File: config.mk
export PLATFORM = sky130hd
export DESIGN_NAME = job_pool_ctrl_flat
export DESIGN_NICKNAME = d
export VERILOG_FILES = /design/src/rtl/job_pool_if.sv /design/src/rtl/job_pool_ctrl.sv /design/src/flat_wrapper.sv
export SDC_FILE = /design/constraint.sdc
export NUM_CORES = 1
export LEC_CHECK = 0
export ABC_AREA = 1
export CORE_MARGIN = 1
export CORE_UTILIZATION = 30
export DETAILED_ROUTE_END_ITERATION = 8
export GPL_ROUTABILITY_DRIVEN = 0
export PLACE_DENSITY = 0.51
export REMOVE_ABC_BUFFERS = 1
export SLEW_MARGIN = 20
export SYNTH_ARGS = -nofsm -noshare
export SYNTH_HDL_FRONTEND = slang
export SYNTH_SLANG_ARGS = --single-unit
File: constraint.sdc
create_clock -name clk -period 5.48 [get_ports clk]
set_clock_uncertainty 0.2 [all_clocks]
set_input_delay 0.822 -clock clk [delete_from_list [all_inputs] [get_ports clk]]
set_output_delay 0.822 -clock clk [all_outputs]
set_load 0.03 [all_outputs]
File: src/rtl/job_pool_if.sv
// Job pool control bus: spawn, kill, suspend/resume and await requests,
// plus the per-slot status and completion outputs of the controller.
interface job_pool_if #(
    parameter int NUM_JOBS = 8,
    parameter int CNT_W    = 8
);
    localparam int ID_W = $clog2(NUM_JOBS);

    logic                  spawn_valid;
    logic                  spawn_ready;
    logic [CNT_W-1:0]      spawn_len;
    logic                  spawn_dep_en;
    logic [ID_W-1:0]       spawn_dep_id;
    logic [ID_W-1:0]       spawn_id;
    logic                  kill_valid;
    logic [ID_W-1:0]       kill_id;
    logic                  kill_all;
    logic                  suspend_valid;
    logic [ID_W-1:0]       suspend_id;
    logic                  resume_valid;
    logic [ID_W-1:0]       resume_id;
    logic                  await_valid;
    logic [ID_W-1:0]       await_id;
    logic                  await_busy;
    logic                  await_done;
    logic                  await_killed;
    logic [NUM_JOBS-1:0]   done_pulse;
    logic [3*NUM_JOBS-1:0] status;
    logic [ID_W:0]         active_cnt;

    modport master (
        output spawn_valid, spawn_len, spawn_dep_en, spawn_dep_id,
        output kill_valid, kill_id, kill_all,
        output suspend_valid, suspend_id, resume_valid, resume_id,
        output await_valid, await_id,
        input  spawn_ready, spawn_id, await_busy, await_done, await_killed,
        input  done_pulse, status, active_cnt
    );

    modport slave (
        input  spawn_valid, spawn_len, spawn_dep_en, spawn_dep_id,
        input  kill_valid, kill_id, kill_all,
        input  suspend_valid, suspend_id, resume_valid, resume_id,
        input  await_valid, await_id,
        output spawn_ready, spawn_id, await_busy, await_done, await_killed,
        output done_pulse, status, active_cnt
    );
endinterface

File: src/rtl/job_pool_ctrl.sv
// Job pool controller: NUM_JOBS slots, each a small lifecycle FSM driving a
// down-counter that stands in for job work. Handles allocation, dependencies,
// suspend/resume, kill/kill-all and a single outstanding await.
module job_pool_ctrl #(
    parameter int NUM_JOBS = 8,
    parameter int CNT_W    = 8
) (
    input  logic      clk,
    input  logic      rst,
    job_pool_if.slave bus
);
    localparam int ID_W = $clog2(NUM_JOBS);

    localparam logic [2:0] S_IDLE      = 3'd0;
    localparam logic [2:0] S_RUNNING   = 3'd1;
    localparam logic [2:0] S_WAITING   = 3'd2;
    localparam logic [2:0] S_SUSPENDED = 3'd3;
    localparam logic [2:0] S_FINISHED  = 3'd4;
    localparam logic [2:0] S_KILLED    = 3'd5;

    logic [2:0]            st         [NUM_JOBS];
    logic [2:0]            st_nxt     [NUM_JOBS];
    logic [CNT_W-1:0]      rem        [NUM_JOBS];
    logic [CNT_W-1:0]      rem_nxt    [NUM_JOBS];
    logic                  dep_en     [NUM_JOBS];
    logic                  dep_en_nxt [NUM_JOBS];
    logic [ID_W-1:0]       dep_id     [NUM_JOBS];
    logic [ID_W-1:0]       dep_id_nxt [NUM_JOBS];
    logic [NUM_JOBS-1:0]   done_nxt;
    logic [NUM_JOBS-1:0]   done_r;
    logic [NUM_JOBS-1:0]   free;
    logic [NUM_JOBS-1:0]   kill_hit;
    logic [NUM_JOBS-1:0]   sus_hit;
    logic [NUM_JOBS-1:0]   res_hit;
    logic [ID_W-1:0]       alloc_id;
    logic [ID_W:0]         active_nxt;
    logic [ID_W:0]         active_r;
    logic [3*NUM_JOBS-1:0] status_w;
    logic                  spawn_fire;
    logic                  dep_live;
    logic                  await_busy_r;
    logic                  await_done_r;
    logic                  await_killed_r;
    logic [ID_W-1:0]       await_tgt;

    // Active states hold a slot; everything else is free/terminal.
    function automatic logic is_active(input logic [2:0] s);
        return (s == S_RUNNING) || (s == S_WAITING) || (s == S_SUSPENDED);
    endfunction

    // Free mask, lowest free slot and packed status from registered state.
    always_comb begin
        free     = '0;
        alloc_id = '0;
        status_w = '0;
        for (int i = 0; i < NUM_JOBS; i++) begin
            free[i]             = !is_active(st[i]);
            status_w[3*i +: 3]  = st[i];
        end
        for (int i = NUM_JOBS - 1; i >= 0; i--) begin
            if (free[i]) alloc_id = ID_W'(i);
        end
    end

    // Per-slot next state: spawn loads a free slot, then kill > suspend > resume > finish.
    always_comb begin
        spawn_fire = bus.spawn_valid && (|free);
        dep_live   = bus.spawn_dep_en && (bus.spawn_dep_id != alloc_id) &&
                     is_active(st[bus.spawn_dep_id]);
        active_nxt = '0;
        for (int i = 0; i < NUM_JOBS; i++) begin
            st_nxt[i]     = st[i];
            rem_nxt[i]    = rem[i];
            dep_en_nxt[i] = dep_en[i];
            dep_id_nxt[i] = dep_id[i];
            done_nxt[i]   = 1'b0;
            kill_hit[i]   = is_active(st[i]) &&
                            (bus.kill_all || (bus.kill_valid && (bus.kill_id == ID_W'(i))));
            sus_hit[i]    = bus.suspend_valid && (bus.suspend_id == ID_W'(i));
            res_hit[i]    = bus.resume_valid && (bus.resume_id == ID_W'(i));
            if (spawn_fire && (alloc_id == ID_W'(i))) begin
                st_nxt[i]     = dep_live ? S_WAITING : S_RUNNING;
                rem_nxt[i]    = bus.spawn_len;
                dep_en_nxt[i] = dep_live;
                dep_id_nxt[i] = bus.spawn_dep_id;
            end else if (kill_hit[i]) begin
                st_nxt[i] = S_KILLED;
            end else begin
                case (st[i])
                    S_RUNNING: begin
                        if (sus_hit[i]) begin
                            st_nxt[i] = S_SUSPENDED;
                        end else if (rem[i] == '0) begin
                            st_nxt[i]   = S_FINISHED;
                            done_nxt[i] = 1'b1;
                        end else begin
                            rem_nxt[i] = rem[i] - 1'b1;
                        end
                    end
                    S_WAITING: begin
                        if (sus_hit[i]) begin
                            st_nxt[i] = S_SUSPENDED;
                        end else if (!dep_en[i] || !is_active(st[dep_id[i]])) begin
                            st_nxt[i] = S_RUNNING;
                        end
                    end
                    S_SUSPENDED: begin
                        if (res_hit[i]) st_nxt[i] = S_WAITING;
                    end
                    default: ;
                endcase
            end
            if (is_active(st_nxt[i])) active_nxt = active_nxt + 1'b1;
        end
    end

    // Slot state, counters, dependencies, completion pulses and active count.
    always_ff @(posedge clk or posedge rst) begin
        if (rst) begin
            for (int i = 0; i < NUM_JOBS; i++) begin
                st[i]     <= S_IDLE;
                rem[i]    <= '0;
                dep_en[i] <= 1'b0;
                dep_id[i] <= '0;
            end
            done_r   <= '0;
            active_r <= '0;
        end else begin
            for (int i = 0; i < NUM_JOBS; i++) begin
                st[i]     <= st_nxt[i];
                rem[i]    <= rem_nxt[i];
                dep_en[i] <= dep_en_nxt[i];
                dep_id[i] <= dep_id_nxt[i];
            end
            done_r   <= done_nxt;
            active_r <= active_nxt;
        end
    end

    // Single outstanding await: latch target, report first terminal observation.
    always_ff @(posedge clk or posedge rst) begin
        if (rst) begin
            await_busy_r   <= 1'b0;
            await_done_r   <= 1'b0;
            await_killed_r <= 1'b0;
            await_tgt      <= '0;
        end else begin
            await_done_r   <= 1'b0;
            await_killed_r <= 1'b0;
            if (!await_busy_r) begin
                if (bus.await_valid) begin
                    await_busy_r <= 1'b1;
                    await_tgt    <= bus.await_id;
                end
            end else if (!is_active(st[await_tgt])) begin
                await_busy_r   <= 1'b0;
                await_done_r   <= 1'b1;
                await_killed_r <= (st[await_tgt] == S_KILLED);
            end
        end
    end

    assign bus.spawn_ready  = |free;
    assign bus.spawn_id     = alloc_id;
    assign bus.status       = status_w;
    assign bus.done_pulse   = done_r;
    assign bus.active_cnt   = active_r;
    assign bus.await_busy   = await_busy_r;
    assign bus.await_done   = await_done_r;
    assign bus.await_killed = await_killed_r;
endmodule

File: src/flat_wrapper.sv
// flat-port wrapper written by rule: the top's interface ports become plain ports
module job_pool_ctrl_flat 
#(
    parameter int NUM_JOBS = 8,
    parameter int CNT_W    = 8
)
  (clk, rst, bus_spawn_valid, bus_spawn_len, bus_spawn_dep_en, bus_spawn_dep_id, bus_kill_valid, bus_kill_id, bus_kill_all, bus_suspend_valid, bus_suspend_id, bus_resume_valid, bus_resume_id, bus_await_valid, bus_await_id, bus_spawn_ready, bus_spawn_id, bus_await_busy, bus_await_done, bus_await_killed, bus_done_pulse, bus_status, bus_active_cnt);
  job_pool_if #(.NUM_JOBS(NUM_JOBS), .CNT_W(CNT_W)) bus_i ();
  input  logic clk;
  input  logic rst;
  input wire logic [$bits(bus_i.spawn_valid)-1:0] bus_spawn_valid;
  input wire logic [$bits(bus_i.spawn_len)-1:0] bus_spawn_len;
  input wire logic [$bits(bus_i.spawn_dep_en)-1:0] bus_spawn_dep_en;
  input wire logic [$bits(bus_i.spawn_dep_id)-1:0] bus_spawn_dep_id;
  input wire logic [$bits(bus_i.kill_valid)-1:0] bus_kill_valid;
  input wire logic [$bits(bus_i.kill_id)-1:0] bus_kill_id;
  input wire logic [$bits(bus_i.kill_all)-1:0] bus_kill_all;
  input wire logic [$bits(bus_i.suspend_valid)-1:0] bus_suspend_valid;
  input wire logic [$bits(bus_i.suspend_id)-1:0] bus_suspend_id;
  input wire logic [$bits(bus_i.resume_valid)-1:0] bus_resume_valid;
  input wire logic [$bits(bus_i.resume_id)-1:0] bus_resume_id;
  input wire logic [$bits(bus_i.await_valid)-1:0] bus_await_valid;
  input wire logic [$bits(bus_i.await_id)-1:0] bus_await_id;
  output wire logic [$bits(bus_i.spawn_ready)-1:0] bus_spawn_ready;
  output wire logic [$bits(bus_i.spawn_id)-1:0] bus_spawn_id;
  output wire logic [$bits(bus_i.await_busy)-1:0] bus_await_busy;
  output wire logic [$bits(bus_i.await_done)-1:0] bus_await_done;
  output wire logic [$bits(bus_i.await_killed)-1:0] bus_await_killed;
  output wire logic [$bits(bus_i.done_pulse)-1:0] bus_done_pulse;
  output wire logic [$bits(bus_i.status)-1:0] bus_status;
  output wire logic [$bits(bus_i.active_cnt)-1:0] bus_active_cnt;
  assign bus_i.spawn_valid = bus_spawn_valid;
  assign bus_i.spawn_len = bus_spawn_len;
  assign bus_i.spawn_dep_en = bus_spawn_dep_en;
  assign bus_i.spawn_dep_id = bus_spawn_dep_id;
  assign bus_i.kill_valid = bus_kill_valid;
  assign bus_i.kill_id = bus_kill_id;
  assign bus_i.kill_all = bus_kill_all;
  assign bus_i.suspend_valid = bus_suspend_valid;
  assign bus_i.suspend_id = bus_suspend_id;
  assign bus_i.resume_valid = bus_resume_valid;
  assign bus_i.resume_id = bus_resume_id;
  assign bus_i.await_valid = bus_await_valid;
  assign bus_i.await_id = bus_await_id;
  assign bus_spawn_ready = bus_i.spawn_ready;
  assign bus_spawn_id = bus_i.spawn_id;
  assign bus_await_busy = bus_i.await_busy;
  assign bus_await_done = bus_i.await_done;
  assign bus_await_killed = bus_i.await_killed;
  assign bus_done_pulse = bus_i.done_pulse;
  assign bus_status = bus_i.status;
  assign bus_active_cnt = bus_i.active_cnt;
  job_pool_ctrl #(.NUM_JOBS(NUM_JOBS), .CNT_W(CNT_W)) u_core (.clk(clk), .rst(rst), .bus(bus_i));
endmodule
==> flow_summary.ini <==
[sta]
setup_viol = 0
final_max_slew_viol_count = 0
fin_crit_sh_pct = 91.6
grt_setup_unrepaired = false
max_freq_mhz = 199
hold_viol_final = 0
tightest_slew_ns = 0.900
slew_headroom_pct = 39.6
fin_crit_ns = 5.02
fin_tns_setup_ns = 0

[global_routing]
antenna_found_initial = 0
grt_pass1_wl_um = 50800
overflow = 0
grt_max_degree = 93
grt_pass1_vias = 9096
grt_usage_pct = 20.2

[drt]
drt_first_pass_iters = 5
vias_per_cell = 4.98
drt_first_iter_violations = 771
ant_nets = 0
num_vias = 9443
routed_wirelength_um = 31900
drc_errors = 0
wl_per_cell_um = 16.9

[layout]
final_cell_mix = 330 x nand2_1, 200 x inv_1, 137 x dfrtp_1
nets = 1527
final_common_cell = nand2_1
antenna_cells = 0
final_cell_area_mm2 = 0.0117
final_layout_size_suffix_gt1_share_pct = 11.1
area_growth_pct = 21.4

[cts]
clk_path_buf_depth = 2
clk_latency_ns = 0.43
cts.htree.levels = 4
cts_tree = built
cts_buffers = 17
clock_sinks = 138
cts_root_buffer = clkbuf_16
cts-resized-gates = 0
postCtsSetupBuffers = 0
cts_hold_buf = 0
clk_pin_slew_ns = 0.06

[synthesis]
syn_area_mm2 = 0.00961
synth_top_family_by_area = simple AND/OR/NAND/NOR gates
synth_top_area_share_pct = 35.9
synth_simple_gate_area_share_pct = 32.1
synth_mux_area_share_pct = 0
ys_types = 50
synth_compound_area_share_pct = 15.9
synthAdderAreaFrac_pct = 1.95
synth_edf_count = 0
ys_ff_latch = 138
ys_seq_area_share_pct = 35.9
synth_xor_area_share_pct = 3.92
postSynthCellCount = 1369
netlist_top_cells_area = dfrtp_1 36%, nand2_1 13%, inv_1 7.9%, o21ai_0 5.2%, nor2_1 5.1%
yosysTopAreaCell = dfrtp_1
yosysWarnings = 0
ys.flop_type = dfrtp_1
async_flop_share_pct = 100
synth_area_per_cell_um2 = 7.02

[floorplan]
initial_core_util_pct = 30.4
ios = 75
placementRows = 65
die_x_um = 181
die_h_um = 181
core_mm2 = 0.0316
dieArea_mm2 = 0.0327

[placement]
dp_hpwl_um = 24700
port_buffers = 74
placed_cell_area_mm2 = 0.0111

[setup_path]
crit_path_start_kind = input port
endpoint_kind = flip-flop
worstPathRequired_ns = 5.59
cp_max_fo = 8
worstPathArrival_ns = 5.13
critPathKind = input port to flip-flop

[status]
status = completed

[power]
power_density_mw_per_mm2 = 606
p_leak_uw = 0.00572
peakVddDrop_mv = 0.234

[worst_hold_path]
worstHoldPathType = flip-flop to flip-flop

[run]
drv_cap = 0
==> power by group <==
group	internal [uW]	switching [uW]	leakage, uW
Sequential	1420	420	0.00170
Combinational	1540	2520	0.00373
Clock	659	512	0.000282
Total	3620	3460	0.00572
==> cells by family after synthesis <==
| kind of cell | count (synthesis) |
|---|---|
| AO/OA/AOI/OAI | 251 |
| AND/OR/NAND/NOR | 670 |
| flip-flops | 138 |
| XOR/XNOR | 43 |
| buffers and inverters | 252 |
| adder cells (fa/ha/maj) | 15 |
==> path summary, 6_finish.rpt <==
| kind | start | slack (ns) | end | cells past startpoint |
|---|---|---|---|---|
| setup / recovery | bus_spawn_dep_id[0] | 0.46 | u_core.bus.active_cnt[1] | 26 |
| hold / removal | u_core.dep_en[1] | 0.29 | u_core.dep_en[1] | 2 |
| setup reg to reg | u_core.bus.status[17] | 0.48 | u_core.bus.active_cnt[1] | 31 |
| hold reg to reg | u_core.dep_en[1] | 0.29 | u_core.dep_en[1] | 2 |
| max in group asynchronous | rst | 3.39 | u_core.bus.status[5] | 3 |
| min in group asynchronous | rst | 0.76 | u_core.rem[4] | 2 |
==> cell usage after synthesis, types with 6 or more instances <==
cell	count
inv_1	201
o211ai_1	23
buf_2	6
nand2_4	8
nand3_1	93
xor2_1	29
o21ai_0	100
nand3_2	10
ha_1	15
o221ai_1	30
a31oi_1	8
a22oi_1	7
clkbuf_1	16
nor2_1	131
a21oi_1	63
nand2_1	330
inv_2	16
nand4_1	23
xnor2_1	14
nor3_1	26
dfrtp_1	138
nand2_2	23
==> worst max-delay path, stage by stage <==
cell and delay (ns):
clkdlybuf4s50_1 0.60, inv_1 0.13, o21ai_0 0.20, a21oi_1 0.06
nor3_1 0.16, nor2_1 0.11, nand3_1 0.16, nand3_2 0.12
nand2_4 0.07, inv_1 0.04, ha_1 0.30, nand3_1 0.12
nand2_1 0.11, inv_1 0.05, ha_1 0.27, or2_1 0.25
nand2_1 0.10, nand2_1 0.06, a31oi_2 0.20, ha_1 0.25
or2_2 0.30, nand3_1 0.11, nand2_1 0.09, ha_1 0.29
nor2_1 0.10, a31oi_1 0.05
==> registers in the layout, indices dropped and copies added (netlist names) <==
signal,count
u_core.dep_id,24
u_core.rem,64
u_core.bus.await_killed,1
u_core.bus.await_done,1
u_core.bus.status,24
u_core.bus.active_cnt,4
u_core.bus.await_busy,1
u_core.await_tgt,3
u_core.bus.done_pulse,8
u_core.dep_en,8
==> through the flow <==
stage / total power [uW] / cells / utilization (%) / setup WS [ns] / hold WS [ns]
after floorplan: 4570 / 1340 / - / 0.465 / 0.250
after global placement: 5850 / 1863 / 35.1 / 0.164 / 0.270
after detailed placement: 5880 / 1863 / 35.1 / 0.0154 / 0.270
after CTS: 7090 / 1895 / 36.9 / 0.393 / 0.292
after global routing: 7740 / 1895 / 37.0 / 0.0356 / 0.307
final: 7070 / 1895 / 37.0 / 0.462 / 0.294
==> area by class of cell <==
type                            instances  area (um2)
Sequential cell                       138        3450
Tap cell                              402         503
Inverter                              223         850
Clock inverter                         13         133
Timing Repair Buffer                  121        1090
Multi-Input combinational cell        979        5180
Clock buffer                           19         453
Fill cell                            3331       19900
==> metal layers <==
layer	track usage [%]	vias up	part of all wire, %
met4	6.31	0	2.2
met2	31.9	235	45
li1	-	4699	-
met1	28.3	4465	49
met3	3.04	44	4.1
met5	0	-	0
Note: power is estimated with default switching activity, not from simulation.
